$ cat src/rtl/cmpxchg_wb_seq.sv
// CMPXCHG writeback sequencer: turns the execute-stage compare result into
// register-file and locked memory writes, then retires the instruction.
module cmpxchg_wb_seq #(
  parameter int unsigned WIDTH       = 32,
  parameter int unsigned EAX_IDX     = 0,
  parameter int unsigned ACK_TIMEOUT = 255
) (
  input  logic             clk,
  input  logic             reset,
  input  logic             ex_valid,
  output logic             ex_ready,
  input  logic             ex_zf,
  input  logic             ex_dest_mem,
  input  logic [2:0]       ex_dest_reg,
  input  logic [WIDTH-1:0] ex_dest_val,
  input  logic [WIDTH-1:0] ex_src_val,
  input  logic [31:0]      ex_addr,
  output logic             reg_we,
  output logic [2:0]       reg_waddr,
  output logic [WIDTH-1:0] reg_wdata,
  output logic             mem_req,
  output logic [31:0]      mem_addr,
  output logic [WIDTH-1:0] mem_wdata,
  input  logic             mem_ack,
  output logic             lock,
  output logic             flags_we,
  output logic             zf_out,
  output logic             done,
  output logic             err
);

  typedef enum logic [1:0] {IDLE, MEMWR, REGWR, DONE} state_t;

  localparam logic [2:0] EAX     = 3'(EAX_IDX);
  localparam logic [7:0] TO_LAST = 8'(ACK_TIMEOUT - 1);

  state_t           state;
  logic             zf_q;
  logic [WIDTH-1:0] dest_val_q;
  logic [7:0]       ack_cnt;

  always_ff @(posedge clk) begin
    if (reset) begin
      state      <= IDLE;
      ex_ready   <= 1'b1;
      reg_we     <= 1'b0;
      reg_waddr  <= '0;
      reg_wdata  <= '0;
      mem_req    <= 1'b0;
      mem_addr   <= '0;
      mem_wdata  <= '0;
      lock       <= 1'b0;
      flags_we   <= 1'b0;
      zf_out     <= 1'b0;
      done       <= 1'b0;
      err        <= 1'b0;
      zf_q       <= 1'b0;
      dest_val_q <= '0;
      ack_cnt    <= '0;
    end else begin
      reg_we   <= 1'b0;
      flags_we <= 1'b0;
      done     <= 1'b0;
      case (state)
        IDLE: begin
          if (ex_valid) begin
            ex_ready   <= 1'b0;
            zf_q       <= ex_zf;
            dest_val_q <= ex_dest_val;
            if (ex_dest_mem) begin
              state     <= MEMWR;
              mem_req   <= 1'b1;
              lock      <= 1'b1;
              mem_addr  <= ex_addr;
              mem_wdata <= ex_zf ? ex_src_val : ex_dest_val;
              ack_cnt   <= '0;
            end else begin
              state     <= REGWR;
              reg_we    <= 1'b1;
              reg_waddr <= ex_zf ? ex_dest_reg : EAX;
              reg_wdata <= ex_zf ? ex_src_val : ex_dest_val;
            end
          end
        end
        MEMWR: begin
          if (mem_ack) begin
            mem_req <= 1'b0;
            if (zf_q) begin
              state    <= DONE;
              lock     <= 1'b0;
              flags_we <= 1'b1;
              zf_out   <= zf_q;
              done     <= 1'b1;
            end else begin
              // lock stays up through the EAX write so the RMW stays atomic
              state     <= REGWR;
              reg_we    <= 1'b1;
              reg_waddr <= EAX;
              reg_wdata <= dest_val_q;
            end
          end else if (ack_cnt == TO_LAST) begin
            state    <= DONE;
            err      <= 1'b1;
            mem_req  <= 1'b0;
            lock     <= 1'b0;
            flags_we <= 1'b1;
            zf_out   <= zf_q;
            done     <= 1'b1;
          end else begin
            ack_cnt <= ack_cnt + 8'd1;
          end
        end
        REGWR: begin
          state    <= DONE;
          lock     <= 1'b0;
          flags_we <= 1'b1;
          zf_out   <= zf_q;
          done     <= 1'b1;
        end
        DONE: begin
          state    <= IDLE;
          ex_ready <= 1'b1;
        end
        default: state <= IDLE;
      endcase
    end
  end

endmodule

$ cat config.mk
export PLATFORM = sky130hd
export DESIGN_NAME = cmpxchg_wb_seq
export DESIGN_NICKNAME = d
export VERILOG_FILES = /design/src/rtl/cmpxchg_wb_seq.sv
export SDC_FILE = /design/constraint.sdc
export NUM_CORES = 1
export LEC_CHECK = 0
export CAP_MARGIN = 0
export CORE_MARGIN = 2
export CORE_UTILIZATION = 49
export DETAILED_ROUTE_END_ITERATION = 8
export PLACE_DENSITY = 0.93
export SETUP_SLACK_MARGIN = 0.5
export SYNTH_ARGS = -nofsm -noshare
export SYNTH_HDL_FRONTEND = slang
export SYNTH_SLANG_ARGS = --single-unit
$ cat constraint.sdc
create_clock -name clk -period 3 [get_ports clk]
set_clock_uncertainty 0.05 [all_clocks]
set_input_delay 0.75 -clock clk [delete_from_list [all_inputs] [get_ports clk]]
set_output_delay 0.75 -clock clk [all_outputs]
set_load 0.03 [all_outputs]
Word level (Yosys, flattened, before mapping):

Cells that the tools add are included.

* register bits after elaboration: 149
* latch bits: 0
* memory bits (writable): 0
* memory bits (read-only): 0
* bits of input ports: 105
* output and inout bits: 107
* logic and storage cells: 91
* memories kept: 0

* add/sub/neg operators: 1
* $mul: 0
* div/mod/pow operators: 0
* magnitude comparators: 0
* equality and inequality tests: 13
* shift operators: 0
* multiplexer cells: 46
* bitwise operators: 1
* reductions and logical operators: 15

Operators by type and width (count)
* $mux W32: 5
* $pmux W32 S2: 1
* $mux W8: 4
* $mux W1: 18
* $pmux W8 S2: 1
* $mux W3: 5
* $reduce_and A5 Y1: 3
* $ne A2 B2 Y1 const B: 7
* $pmux W1 S2: 5
* $reduce_and A3 Y1: 3
* $add A8 B1 Y8 const B: 1
* $eq A8 B8 Y1 const B: 1
* $mux W2: 4
* $pmux W2 S4: 1
* $ne A3 B3 Y1 const B: 2
* $pmux W3 S2: 1
* $reduce_and A2 Y1: 3
* $reduce_bool A2 Y1: 3
* $eq A2 B2 Y1 const B: 2
* $reduce_and A4 Y1: 1
* $pmux W1 S3: 1
* $reduce_bool A3 Y1: 1
* $eq A2 B1 Y1 const B: 1
* $logic_not A2 Y1: 1
* $not A1 Y1: 1

Logic depth before layout (Yosys ltp):

* word-level depth: 4
* depth in mapped cells: 9
* gate-level depth less buffers: 6

Worst setup path before layout:

No wires, ideal clock.

* path kind: in2reg
* start: input ex_valid
* end: register reg_waddr[0]
* arrival: 1684 ps
* data required time: 2818 ps
* setup slack: 1134 ps
* stages on the path: 7
* path buffers: 3
* cell sequence: buf_2 -> nand3b_1 -> a22o_1 -> buf_2 -> buf_2 -> nand2_1 -> a21oi_1

* longest elaborated chain between the ends: 2

Ends and longest elaborated chain
* start: declaration: line 10 `input logic ex_valid,`
* $ne A2 B2 Y1 (no line)
* $reduce_and A5 Y1 (no line)
* end signal: assignment: line 80 `reg_waddr <= ex_zf ? ex_dest_reg : EAX;`
* end: declaration: line 19 `output logic [2:0] reg_waddr,`

Every way passes these cells.
A chain may end at the register's enable or synchronous reset.

Worst setup path in the final report:

* start: register reg_wdata[11]
* end: output reg_wdata[11]

RTL lines
* start: declaration: line 20 `output logic [WIDTH-1:0] reg_wdata,`
* start signal: assignment: line 81 `reg_wdata <= ex_zf ? ex_src_val : ex_dest_val;`
* start signal: assignment: line 99 `reg_wdata <= dest_val_q;`

No word-level cell between the ends.

==> impl_metrics.py <==
metrics = {
    "place": {
        "dpl.cell_count": 1100,
        "gp_congestion": 0.853,
        "dpl_worst_slack_ns": 0.425,
        "port_buffers": 211,
        "dpl.hpwl_um": 12100,
    },
    "status": {
        "status": "finished, final reports clean",
    },
    "drt": {
        "detail_route.drc_violations": 0,
        "wl_met3_um": 1410,
        "antenna_left": 0,
        "top_layer_used": "met4",
        "drt_first_pass_iters": 5,
        "wl_met2_um": 8790,
        "wirelength_um": 18100,
        "first_iter_violations": 438,
        "post_drt_wl_per_cell_um": 16.0,
        "num_vias": 6095,
        "wl_met1_um": 7230,
        "viasPerCell": 5.39,
    },
    "die": {
        "placement_rows": 40,
        "core_area_sq_um": 12100,
        "io_pins": 212,
        "start_util": 0.508,
        "die_y_um": 116,
        "die_x_um": 116,
        "dieArea_sq_um": 13500,
    },
    "clock_network": {
        "htree_levels": 4,
        "holdBufCountCts": 0,
        "clk_latency_ns": 0.42,
        "cts_tree": "yes",
        "cts.sinks": 149,
        "clock_path_buffers": 2,
        "cts-resized-gates": 0,
        "root_buffer": "clkbuf_16",
        "post_cts_buffers": 0,
        "path_clk_slew_ns": 0.06,
        "numCtsBuffers": 17,
    },
    "worst_hold_path": {
        "hold_class": "flip-flop to flip-flop",
    },
    "finish": {
        "seqCellArea_sq_um": 2980,
        "area_delta_synth_final_pct": 44.6,
        "diodes": 0,
        "multi_input_area_sq_um": 2890,
        "fill_cells": 875,
        "layout.nets": 1062,
        "drive_gt1_frac": 0.0509,
        "final_cells": 1131,
    },
    "global_route": {
        "antenna_found_initial": 0,
        "grt_pass1_wl_um": 27800,
        "gr-total-overflow": 0,
        "grt_start_max_net_pins": 104,
        "grt.total_usage": 0.265,
        "grt_pass1_vias": 5714,
    },
    "sta": {
        "setup_slack_ns": 0.685,
        "worst_pin_slew_ns": 1.06,
        "slew_viol_final": 0,
        "finalCritPeriodShare": 0.772,
        "fin_setup_tns_ns": 0,
        "max_freq_mhz": 432,
        "setup_violations": 0,
        "rsz0062_at_grt": "no",
        "finalHoldViolations": 0,
        "period_minus_slack_ns": 2.31,
        "relSlewSlack": 0.293,
    },
    "power_and_ir_drop": {
        "ir_worst_vdd_uv": 472,
        "power_frac_comb": 0.351,
        "switching_share": 0.358,
        "power_frac_seq": 0.360,
        "power.internal_mw": 4.41,
        "power_density_nw_per_um2": 773,
        "leakage_nw": 3.23,
        "clockPowerShare": 0.289,
        "switching_power_mw": 2.46,
        "p_total_mw": 6.87,
    },
    "job": {
        "cap_violations": 0,
    },
    "synth": {
        "synth_fa_ha_area_frac": 0.0122,
        "syn_avg_cell_area_sq_um": 8.02,
        "synth_top_family_by_area": "simple AND/OR/NAND/NOR gates",
        "synth_top_area_cell": "dfxtp_1",
        "synth_warnings": 0,
        "synth.most_common_cell": "nand2_1",
        "syn_nets": 878,
        "synth-compound-area-share": 0.190,
        "async_flop_share": 0,
        "synth_cell_type_count": 43,
        "ys_seq_area_frac": 0.485,
        "synth_common_cells": "nand2_1, dfxtp_1, a21oi_1",
        "yosys_register_bits": 149,
        "yosys-mux-area-fraction": 0.0553,
        "ys_top_cells_by_area": "dfxtp_1, nand2_1, a21oi_1",
        "synthXorXnorAreaFrac": 0,
        "synth-edff-count": 0,
        "synth_top_area_share": 0.485,
        "postSynthCellCount": 767,
        "ys.flop_type": "dfxtp_1",
        "synthSimpleGateAreaFrac": 0.212,
        "syn_area_sq_um": 6150,
    },
    "worst_setup_path": {
        "cp-start-kind": "flip-flop",
        "critPathMaxStageDelay_ns": 0.70,
        "cpLargestDelayFamily": "buffers and inverters",
        "path_class": "flip-flop to primary output",
        "path_buf_inv": 1,
        "worst_setup_path_end_kind": "primary output",
        "path_cells": "clkdlybuf4s50_1",
        "rrSetupSlack_ns": 0.81,
        "required_ns": 2.20,
        "cp_max_fo": 2,
        "arrival_ns": 1.51,
        "slowest_stage": "clkdlybuf4s50_1",
    },
}
## state kept, by name (all words and copies together), names as in the netlist
register	cells
zf_out	1
zf_q	1
reg_waddr	3
dest_val_q	32
state	2
err	1
mem_wdata	32
lock	1
mem_req	1
done	1
mem_addr	32
ex_ready	1
ack_cnt	8
reg_we	1
reg_wdata	32
## placed cells by master (no fill, tap or decap), types with 3 or more instances in the layout
cell / count
clkinvlp_4: 3
a31oi_1: 4
clkbuf_16: 17
a21oi_1: 109
nand2_1: 236
ha_1: 5
nand2b_1: 6
nand3_1: 10
dfxtp_1: 149
clkdlybuf4s50_1: 209
buf_4: 11
mux2i_1: 34
clkbuf_8: 3
clkinv_2: 3
nor2_1: 40
o21ai_0: 33
inv_1: 4
buf_12: 3
nor2b_1: 4
a21boi_1: 3
and3_1: 4
clkbuf_1: 3
a211oi_1: 33
## layer usage
| metal | track usage | vias to the layer above |
|---|---|---|
| met4 | 0.133 | 0 |
| li1 | - | 2966 |
| met3 | 0.0601 | 46 |
| met1 | 0.309 | 2793 |
| met2 | 0.457 | 290 |
| met5 | 0 | - |
## final cells by class
type / count / share of cell area
flip-flops and latches: 149 / 0.335
repair buffers: 224 / 0.252
clock inverters: 8 / 0.00858
multi-input cells: 555 / 0.325
inverters: 4 / 0.00169
well taps: 168 / 0.0236
clock buffers: 23 / 0.0537
## per-stage QoR
stage	util	cell area (sq um)	hold slack [ns]
final	0.734	8890	0.397
after CTS	0.734	8890	0.401
after global routing	0.734	8890	0.411
after detailed placement	0.689	8340	0.393
after global placement	0.689	8340	0.387
after floorplan	-	6150	0.387
## cells by family after synthesis
kind of cell / count (synthesis)
and+or+nand+nor: 317
AOI/OAI and AO/OA: 198
DFF: 149
buffers and inverters: 63
muxes: 34
adders and majority gates: 6
## power groups by stage
| stage | sequential, mW | combinational, mW | clock (mW) |
|---|---|---|---|
| 3_5_place_dp | 2.51 | 2.38 | 0 |
| 6_report | 2.47 | 2.41 | 1.99 |
| 2_1_floorplan | 2.92 | 1.06 | 0 |
| 3_3_place_gp | 2.50 | 2.33 | 0 |
| 5_1_grt | 2.50 | 2.59 | 2.12 |
| 4_1_cts | 2.47 | 2.41 | 2.01 |
## path summary, 6_finish.rpt
path | cells past startpoint | end | from
setup / recovery | 1 | reg_wdata[11] | reg_wdata[11]$_SDFFE_PP0P_
hold / removal | 2 | reg_wdata[8]$_SDFFE_PP0P_ | reg_wdata[8]$_SDFFE_PP0P_
setup reg to reg | 7 | reg_wdata[4]$_SDFFE_PP0P_ | state[1]$_SDFFE_PP0P_
hold reg to reg | 2 | reg_wdata[8]$_SDFFE_PP0P_ | reg_wdata[8]$_SDFFE_PP0P_
(Power assumes the default switching activity.)
